$ cat src/rtl/ext_bus_ctl.sv
// ext_bus_ctl: external memory-bus M-cycle sequencer (T1, T2, WAIT*, T3, T4) with registered bus outputs.
module ext_bus_ctl #(
  parameter int         WAIT_MAX   = 15,
  parameter logic [7:0] RD_DEFAULT = 8'hFF
) (
  input  logic        CLK,
  input  logic        SYNC_RES,
  input  logic        req,
  input  logic        wr,
  input  logic [7:0]  adl,
  input  logic [7:0]  adh,
  input  logic [7:0]  DL_in,
  output logic [7:0]  DL_out,
  output logic        done,
  output logic        busy,
  output logic        timeout,
  output logic [15:0] A,
  output logic [7:0]  D_out,
  output logic        D_oe,
  input  logic [7:0]  D_in,
  output logic        nCS,
  output logic        nRD,
  output logic        nWR,
  input  logic        RDY
);
  typedef enum logic [2:0] {S_IDLE, S_T1, S_T2, S_WAIT, S_T3, S_T4} state_t;
  state_t state_q, state_d;
  logic [7:0] cnt_q, cnt_d;
  logic tflag_q, tflag_d;
  logic wr_q, acc, nx_wr, act, strobe;
  logic [15:0] a_q;
  logic [7:0] dout_q, dl_q;
  logic d_oe_q, ncs_q, nrd_q, nwr_q, done_q, busy_q, to_q;
  always_ff @(posedge CLK) begin
    if (SYNC_RES) begin
      state_q <= S_IDLE;
      cnt_q   <= 8'd0;
      tflag_q <= 1'b0;
    end else begin
      state_q <= state_d;
      cnt_q   <= cnt_d;
      tflag_q <= tflag_d;
    end
  end
  always_comb begin
    state_d = state_q;
    cnt_d   = cnt_q;
    tflag_d = tflag_q;
    unique case (state_q)
      S_IDLE: state_d = req ? S_T1 : S_IDLE;
      S_T1:   state_d = S_T2;
      S_T2: begin
        state_d = RDY ? S_T3 : S_WAIT;
        cnt_d   = 8'd0;
      end
      S_WAIT: begin
        cnt_d = cnt_q + 8'd1;
        if (RDY) state_d = S_T3;
        else if (cnt_q == 8'(WAIT_MAX - 1)) begin
          state_d = S_T3;
          tflag_d = 1'b1;
        end
      end
      S_T3:   state_d = S_T4;
      S_T4: begin
        tflag_d = 1'b0;
        state_d = req ? S_T1 : S_IDLE;
      end
      default: state_d = S_IDLE;
    endcase
  end
  // Outputs are computed from the state being entered so they are valid throughout that state.
  assign acc    = (state_d == S_T1);
  assign nx_wr  = acc ? wr : wr_q;
  assign act    = state_d inside {S_T1, S_T2, S_WAIT, S_T3};
  assign strobe = state_d inside {S_T2, S_WAIT, S_T3};
  always_ff @(posedge CLK) begin
    if (SYNC_RES) begin
      wr_q   <= 1'b0;
      a_q    <= 16'h0000;
      dout_q <= 8'h00;
      dl_q   <= 8'h00;
      d_oe_q <= 1'b0;
      ncs_q  <= 1'b1;
      nrd_q  <= 1'b1;
      nwr_q  <= 1'b1;
      done_q <= 1'b0;
      busy_q <= 1'b0;
      to_q   <= 1'b0;
    end else begin
      if (acc) begin
        wr_q <= wr;
        a_q  <= {adh, adl};
        if (wr) dout_q <= DL_in;
      end
      if (state_q == S_T3 && !wr_q) dl_q <= tflag_q ? RD_DEFAULT : D_in;
      d_oe_q <= act && nx_wr;
      ncs_q  <= !act;
      nrd_q  <= !(strobe && !wr_q);
      nwr_q  <= !(strobe && wr_q);
      done_q <= (state_d == S_T4);
      busy_q <= (state_d != S_IDLE);
      to_q   <= (state_d == S_T4) && tflag_q;
    end
  end
  assign A       = a_q;
  assign D_out   = dout_q;
  assign D_oe    = d_oe_q;
  assign DL_out  = dl_q;
  assign nCS     = ncs_q;
  assign nRD     = nrd_q;
  assign nWR     = nwr_q;
  assign done    = done_q;
  assign busy    = busy_q;
  assign timeout = to_q;
endmodule

$ cat config.mk
export PLATFORM = sky130hd
export DESIGN_NAME = ext_bus_ctl
export DESIGN_NICKNAME = d
export VERILOG_FILES = /design/src/rtl/ext_bus_ctl.sv
export SDC_FILE = /design/constraint.sdc
export NUM_CORES = 1
export LEC_CHECK = 0
export BUFFER_PORTS_ARGS = -buffer_cell sky130_fd_sc_hd__buf_2
export CORE_MARGIN = 2
export CORE_UTILIZATION = 35
export DETAILED_ROUTE_END_ITERATION = 10
export PLACE_DENSITY_LB_ADDON = 0.2
export SYNTH_ARGS = -nofsm -noshare
export SYNTH_HDL_FRONTEND = slang
export SYNTH_SLANG_ARGS = --single-unit
$ cat constraint.sdc
create_clock -name CLK -period 1.8 [get_ports CLK]
set_input_delay 0.36 -clock CLK [delete_from_list [all_inputs] [get_ports CLK]]
set_output_delay 0.36 -clock CLK [all_outputs]
set_load 0.05 [all_outputs]
* Word-level counts from Yosys, hierarchy flattened
Cells that the tools add are included.
** Word-level totals
- Memories :: 0
- Memory bits (writable) :: 0
- ROM bits :: 0
- Output and inout bits :: 39
- Latch bits :: 0
- Logic and storage cells :: 57
- Register bits after elaboration :: 52
- Bits of input ports :: 37
** Operators by class
- Equal/unequal tests :: 13
- Shift operators :: 0
- $mul :: 0
- Reductions and logical operators :: 18
- Divide/modulo/power cells :: 0
- Add/sub/neg operators :: 1
- Magnitude comparators :: 0
- Bitwise operators :: 0
- Muxes and demuxes :: 11
** Operators by type and width (number)
- 8-bit one-hot mux with 2 select lines :: 1
- 3-bit one-hot mux with 5 select lines :: 1
- 3-bit by 2-bit == test with 1-bit output (second input constant) :: 4
- 3-bit == test (second input constant) :: 4
- 3-bit 2-to-1 mux :: 3
- 8-bit by 1-bit adder with 8-bit output (second input constant) :: 1
- 8-bit by 4-bit == test with 1-bit output (second input constant) :: 1
- 8-bit 2-to-1 mux :: 1
- 3-bit by 1-bit == test with 1-bit output (second input constant) :: 2
- 3-bit nonzero test :: 2
- 1-bit logical AND :: 5
- 1-bit zero test :: 4
- 1-bit 2-to-1 mux :: 4
- 2-bit inequality test (second input constant) :: 2
- 2-bit nonzero test :: 2
- 4-bit nonzero test :: 1
- 3-bit zero test :: 1
- 3-bit AND reduction :: 1
- 1-bit one-hot mux with 2 select lines :: 1
- 2-bit AND reduction :: 1
- 2-bit OR reduction :: 1

* Logic depth before layout (Yosys ltp)
Gate-level depths: netlist of run 1.
- Word-level depth :: 8
- Gate-level depth with buffers :: 6
- Gate-level depth less buffers :: 5

* Worst setup path before layout of run 1
OpenSTA, ideal clock, no wires.
- Path type :: reg2reg
- From :: register state_q[2]
- To :: register a_q[10], in the netlist A[10]
- Period minus slack after synthesis :: 1.329 ns
- Path buffers :: 2
- Arrival time :: 1.201 ns
- Cell stages (with the launch flop) :: 7
- Library setup time :: 0.128 ns
- Setup slack :: 0.471 ns
- Data required time :: 1.672 ns
- Path through :: dfxtp_1 -> buf_2 -> nand2b_2 -> nand3_4 -> buf_6 -> mux2i_1 -> nor2_1
** Between the ends
- Cells in the longest elaborated chain, start to end :: 4
- Elaborated cells on any way between the ends :: 11
- Those cells by class :: eq/ne: 6; mux: 3; reduce/logical: 2
** Ends and longest elaborated chain
- from (decl) :: line 27 : state_t state_q, state_d;
- from (signal assigned) :: line 40 : state_q <= state_d;
- 3-bit == test (tied with other cells) :: line 49 : unique case (state_q)
- 2-bit OR reduction (no line) or 3-bit 2-to-1 mux (tied branches)
- 3-bit one-hot mux with 5 select lines * :: line 49
- 3-bit by 1-bit == test with 1-bit output * :: line 73 : assign acc = (state_d == S_T1);
- to (signal assigned) :: line 93 : a_q <= {adh, adl};
- to (decl) :: line 31 : logic [15:0] a_q;
Mark *: on every way between the ends. The rest lies on a longest branch, timed or not.
A chain may end at the register's enable or synchronous reset.

* Worst setup path in the final report of run 1
- From :: register state_q[1]
- To :: register wr_q
** Between the ends
- Cells in the longest elaborated chain, start to end :: 5
- Elaborated cells on any way between the ends :: 12
- Those cells by class :: eq/ne: 6; mux: 4; reduce/logical: 2
** Ends and longest elaborated chain
- 3-bit == test (tied with other cells) :: line 49
- 2-bit OR reduction (no line) or 3-bit 2-to-1 mux (tied branches)
- 3-bit one-hot mux with 5 select lines * :: line 49
- 3-bit by 1-bit == test with 1-bit output * :: line 73
- 1-bit 2-to-1 mux *
- to (signal assigned) :: line 92 : wr_q <= wr;
- to (decl) :: line 30 : logic wr_q, acc, nx_wr, act, strobe;
Marks and branches as above.

==> results of run 1 <==
-- synth_stat cells (all sizes together), types with 3 or more instances --
library cell,count
a21o,4
nand2b,5
a21oi,6
dfxtp,52
o21ai,4
nand3b,3
nand3,6
nor2,53
a211oi,9
buf,8
nand2,6
inv,5
nor3,4
clkbuf,4
mux2i,24
-- state kept, by name, indices dropped and copies added (netlist names) --
signal,count
done,1
timeout,1
D_out,8
DL_out,8
nCS,1
wr_q,1
nRD,1
D_oe,1
tflag_q,1
A,16
cnt_q,8
busy,1
state_q,3
nWR,1
-- final timing paths --
| kind | startpoint | end | slack (ns) | cells past startpoint |
|---|---|---|---|---|
| hold reg to reg | wr_q$_SDFF_PP0_ | nWR$_SDFF_PP1_ | 0.50 | 1 |
| hold / removal | DL_in[1] | D_out[1]$_SDFFE_PP0P_ | 0.28 | 3 |
| setup / recovery | state_q[1]$_SDFF_PP0_ | wr_q$_SDFF_PP0_ | 0.25 | 4 |
| setup reg to reg | state_q[1]$_SDFF_PP0_ | wr_q$_SDFF_PP0_ | 0.25 | 4 |
-- cells by family after synthesis --
| logic type | after synthesis | share of synthesized area [%] |
|---|---|---|
| mux | 24 | 11.5 |
| compound gates | 32 | 10.9 |
| xor+xnor | 1 | 0.421 |
| buf+inv | 17 | 4.15 |
| flops | 52 | 50.0 |
| fa+ha+maj | 2 | 1.20 |
| simple gates | 89 | 21.8 |
-- final cells by class --
| cell class | count | area, um2 |
|---|---|---|
| multi-input combinational | 148 | 955 |
| fill | 599 | 3220 |
| sequential | 52 | 1040 |
| clock buffer | 7 | 86.3 |
| timing repair buffer | 82 | 428 |
| clock inverter | 1 | 7.51 |
| inverter | 5 | 18.8 |
| tap | 75 | 93.8 |
-- power groups by stage --
stage	clock, mW	combinational (mW)	sequential, mW
2_1_floorplan	0	0.205	1.46
3_3_place_gp	0	0.520	1.28
3_5_place_dp	0	0.525	1.28
4_1_cts	0.718	0.526	1.26
5_1_grt	0.765	0.563	1.26
6_report	0.683	0.520	1.25
-- per-stage QoR --
step | cells | setup slack, ns
floorplan | 217 | 0.471
global placement | 362 | 0.254
detailed placement | 362 | 0.219
CTS | 370 | 0.238
global route | 370 | 0.157
finish | 370 | 0.252
-- worst max-delay path: cells and delay by family (launching register included) --
| kind | cells | cell delay (ns) |
|---|---|---|
| simple gates | 3 | 0.70 |
| flops | 1 | 0.45 |
| compound gates | 1 | 0.27 |
-- metal layers --
metal | wire [um] | global-route usage (%) | up-vias
met3 | 252 | 3.44 | 6
met2 | 2140 | 23.5 | 50
met5 | 0 | 0 | -
met1 | 2000 | 16.6 | 781
li1 | - | - | 898
met4 | 59 | 5.08 | 0
==> flow_metrics.py, run 1 <==
metrics = {
    "outcome": {
        "status": "finished, final reports clean",
    },
    "placement": {
        "dpl-instance-area_um2": 2540,
        "port_buffers": 75,
        "gp_congestion": 0.817,
        "post-dp-hpwl_um": 3200,
    },
    "floorplan": {
        "die_width_um": 81.1,
        "rows": 28,
        "start_util_pct": 35.6,
        "dieHeight_um": 81.1,
        "dieArea_um2": 6580,
        "core_area_um2": 5850,
        "ios": 76,
    },
    "power_and_ir_drop": {
        "p_leak_nw": 1.27,
        "comb_power_share_pct": 21.2,
        "ir_drop_mv": 0.326,
        "p_sw_share_pct": 31.0,
        "total_power_mw": 2.46,
        "power_density_nw_per_um2": 935,
        "power_frac_seq_pct": 51.0,
        "p_int_mw": 1.70,
        "pwr-share-clk_pct": 27.8,
        "p_sw_uw": 762,
    },
    "critical_path": {
        "worstSetupPathType": "flop to flop",
        "path_cells": "nor2b_1 -> nand3_4 -> a21boi_1 -> nor2_1",
        "slowest_stage": "dfxtp_1",
        "crit_path_end_kind": "flop",
        "path_max_fanout": 17,
        "worstPathRequired_ns": 1.98,
        "cpPeakStageDelay_ns": 0.45,
        "start_kind": "flop",
        "critical_path_arrival_ns": 1.73,
    },
    "sta": {
        "max_freq_mhz": 646,
        "slew_viol_final": 0,
        "finalHoldViolCount": 0,
        "rsz0062_at_grt": "no",
        "finalSetupViolations": 0,
        "period_share_pct": 86.0,
        "fin_skew_ns": 0.00282,
        "fin_tns_setup_ns": 0,
        "tightest_slew_ns": 0.436,
        "relSlewSlack_pct": 70.9,
        "min_period_ns": 1.55,
        "whs_ns": 0.283,
    },
    "cts": {
        "htree_levels": 2,
        "cts-root-buf": "clkbuf_8",
        "cts.clk_slew.worst_paths_ns": 0.09,
        "numCtsBuffers": 5,
        "postCtsSetupBuffers": 0,
        "clock_latency_ns": 0.30,
        "cts-resized-gates": 0,
        "cts_tree": "done",
        "clock_sinks": 52,
        "postCtsHoldBufs": 0,
        "cts.path.max_buffers": 2,
    },
    "synth": {
        "netlist.area_leader.share_pct": 50.0,
        "async_reset_ff_share_pct": 0,
        "synthCells": 217,
        "ys_types": 42,
        "syn_nets": 256,
        "synth-seq-cells": 52,
        "post_synth.cell_area_avg_um2": 9.59,
        "yosysWarnings": 0,
        "yosysSeqAreaShare_pct": 50.0,
        "ys.flop_type": "dfxtp_1",
        "synth_area_leader_cell": "dfxtp_1",
        "synth-edff-count": 0,
        "syn_area_um2": 2080,
        "synthTopCellsByArea": "dfxtp_1, mux2i_1, nor2_1",
    },
    "grt": {
        "grt_usage_pct": 13.7,
        "grt_max_degree": 24,
        "antenna_found_initial": 0,
        "grt-ovfl-total": 0,
        "grt_pass1_wl_um": 6980,
        "grt_pass1_vias": 1547,
    },
    "routing": {
        "wl_um": 4440,
        "post_drt_via_cell_ratio": 4.69,
        "drcViolationCount": 0,
        "num_vias": 1735,
        "drtIter0Drc": 70,
        "firstDrtPassIters": 4,
        "wl_per_cell_um": 12.0,
        "route.antenna.remaining_nets": 0,
    },
    "finish": {
        "layout_commonest_cell": "buf_2",
        "n_antenna_cell": 0,
        "design_area_um2": 2630,
        "num-nets-final": 333,
        "final_cell_mix": "buf_2, dfxtp_1, nor2_1",
        "drive_above_1_share_pct": 32.9,
        "synthToLayoutAreaGrowth_pct": 26.3,
        "post-route-util_pct": 45.0,
    },
    "hold_path": {
        "hold_class": "input pin to flop",
    },
    "job": {
        "cap_viol_max_count": 0,
    },
}
No activity file was read; power rests on OpenSTA's default activity.
==> run 2: changes to the inputs <==
Settings changed: TNS_END_PERCENT from default to 100.
Clock period 1.8 ns to 1.97 ns, I/O delays scaled along.
==> flow_metrics.py, run 2 (synthesis gave the netlist of run 1 again) <==
metrics = {
    "cts": {
        "cts.path.max_buffers": 2,
        "cts_tree": "done",
        "clock_sinks": 52,
        "clock_latency_ns": 0.30,
        "cts.clk_slew.worst_paths_ns": 0.09,
        "postCtsHoldBufs": 0,
        "postCtsSetupBuffers": 0,
        "htree_levels": 2,
        "numCtsBuffers": 5,
        "cts-root-buf": "clkbuf_8",
        "cts-resized-gates": 0,
    },
    "routing": {
        "firstDrtPassIters": 4,
        "num_vias": 1715,
        "wl_per_cell_um": 11.9,
        "wl_um": 4370,
        "drcViolationCount": 0,
        "route.antenna.remaining_nets": 0,
        "post_drt_via_cell_ratio": 4.69,
        "drtIter0Drc": 40,
    },
    "sta": {
        "relSlewSlack_pct": 58.2,
        "finalSetupViolations": 0,
        "whs_ns": 0.320,
        "tightest_slew_ns": 0.626,
        "fin_tns_setup_ns": 0,
        "period_share_pct": 83.7,
        "rsz0062_at_grt": "no",
        "slew_viol_final": 0,
        "fin_skew_ns": 0.00220,
        "finalHoldViolCount": 0,
        "min_period_ns": 1.65,
        "max_freq_mhz": 607,
    },
    "power_and_ir_drop": {
        "total_power_mw": 2.24,
        "ir_drop_mv": 0.344,
        "p_leak_nw": 1.25,
        "power_density_nw_per_um2": 862,
    },
    "grt": {
        "antenna_found_initial": 0,
        "grt-ovfl-total": 0,
        "grt_usage_pct": 13.8,
        "grt_pass1_vias": 1570,
        "grt_max_degree": 33,
        "grt_pass1_wl_um": 7040,
    },
    "finish": {
        "num-nets-final": 329,
        "final_cell_mix": "buf_2, dfxtp_1, nor2_1",
        "n_antenna_cell": 0,
        "layout_commonest_cell": "buf_2",
        "drive_above_1_share_pct": 32.0,
        "post-route-util_pct": 44.4,
        "largest_register_ffs": 16,
        "synthToLayoutAreaGrowth_pct": 24.9,
        "instances_no_fill": 366,
    },
    "critical_path": {
        "r2r_cells": 4,
        "worstPathRequired_ns": 2.18,
        "worstSetupPathType": "flop to flop",
        "critical_path_arrival_ns": 1.86,
        "slowest_stage": "dfxtp_1",
        "start_kind": "flop",
        "cpPeakStageDelay_ns": 0.63,
        "reg2reg_to": "tflag_q$_SDFFE_PP0P_",
        "path_cells": "nor4b_1 -> and4b_1 -> nand2_1 -> a221oi_1",
        "path_max_fanout": 14,
        "r2r_slack_ns": 0.32,
        "r2r_start": "state_q[0]$_SDFF_PP0_",
        "crit_path_end_kind": "flop",
    },
    "hold_path": {
        "hold_class": "input pin to flop",
        "min_from": "DL_in[1]",
        "hold_path_depth": 3,
        "whs_endpoint": "D_out[1]$_SDFFE_PP0P_",
    },
    "placement": {
        "port_buffers": 75,
        "post-dp-hpwl_um": 3060,
        "place_inst": 358,
        "gp_congestion": 0.791,
    },
    "floorplan": {
        "dieArea_um2": 6580,
        "rows": 28,
        "ios": 76,
        "die_width_um": 81.1,
        "dieHeight_um": 81.1,
        "core_area_um2": 5850,
        "start_util_pct": 35.6,
    },
    "outcome": {
        "status": "finished, final reports clean",
    },
    "job": {
        "cap_viol_max_count": 0,
    },
}
[run 2: cell count changes in the layout (fill, tap and decap cells not counted), sizes merged]
cell  before  now
buf       82   78
[run 2: stage by stage]
stage	instance area, um2	setup WS (ns)
floorplan	2080	0.641
global placement	2510	0.351
detailed placement	2510	0.340
CTS	2600	0.327
global route	2600	0.207
finish	2600	0.322
[run 2: power breakdown]
| part | switching [mW] | internal (mW) | leakage, nW |
|---|---|---|---|
| registers | 0.0433 | 1.11 | 0.424 |
| logic | 0.312 | 0.148 | 0.783 |
| clock network | 0.343 | 0.286 | 0.0445 |
| total | 0.698 | 1.54 | 1.25 |
[run 2: cell type report]
type / instances / area, um2
clock buffer: 7 / 86.3
clock inverter: 1 / 7.51
fill: 612 / 3250
inverter: 5 / 18.8
multi-input combinational: 148 / 955
sequential: 52 / 1040
tap: 75 / 93.8
timing repair buffer: 78 / 398
[run 2: worst max path at each step]
stage,startpoint,to,slack (ns)
5_1_grt,state_q[2]$_SDFF_PP0_,DL_out[1]$_SDFFE_PP0P_,0.21
3_5_place_dp,req,wr_q$_SDFF_PP0_,0.34
6_report,state_q[0]$_SDFF_PP0_,tflag_q$_SDFFE_PP0P_,0.32
4_1_cts,state_q[0]$_SDFF_PP0_,wr_q$_SDFF_PP0_,0.33
3_3_place_gp,state_q[0]$_SDFF_PP0_,wr_q$_SDFF_PP0_,0.35
2_1_floorplan,state_q[2]$_SDFF_PP0_,A[10]$_SDFFE_PP0N_,0.64
[run 2: worst max-delay path: cells and delay by family, from the launching register on]
family	cells	cell delay (ns)
flip-flops	1	0.63
AO/OA/AOI/OAI	1	0.29
AND/OR/NAND/NOR	3	0.63
[run 2: metal layers]
layer  up-vias  GRT usage [%]  share of wire [%]  wire, um
met5         -              0                  0         0
met4         0           4.07               0.96        42
met3         5           3.11                5.7       248
met2        43           23.6                 48      2110
met1       780           17.3                 45      1970
li1        887              -                  -         -
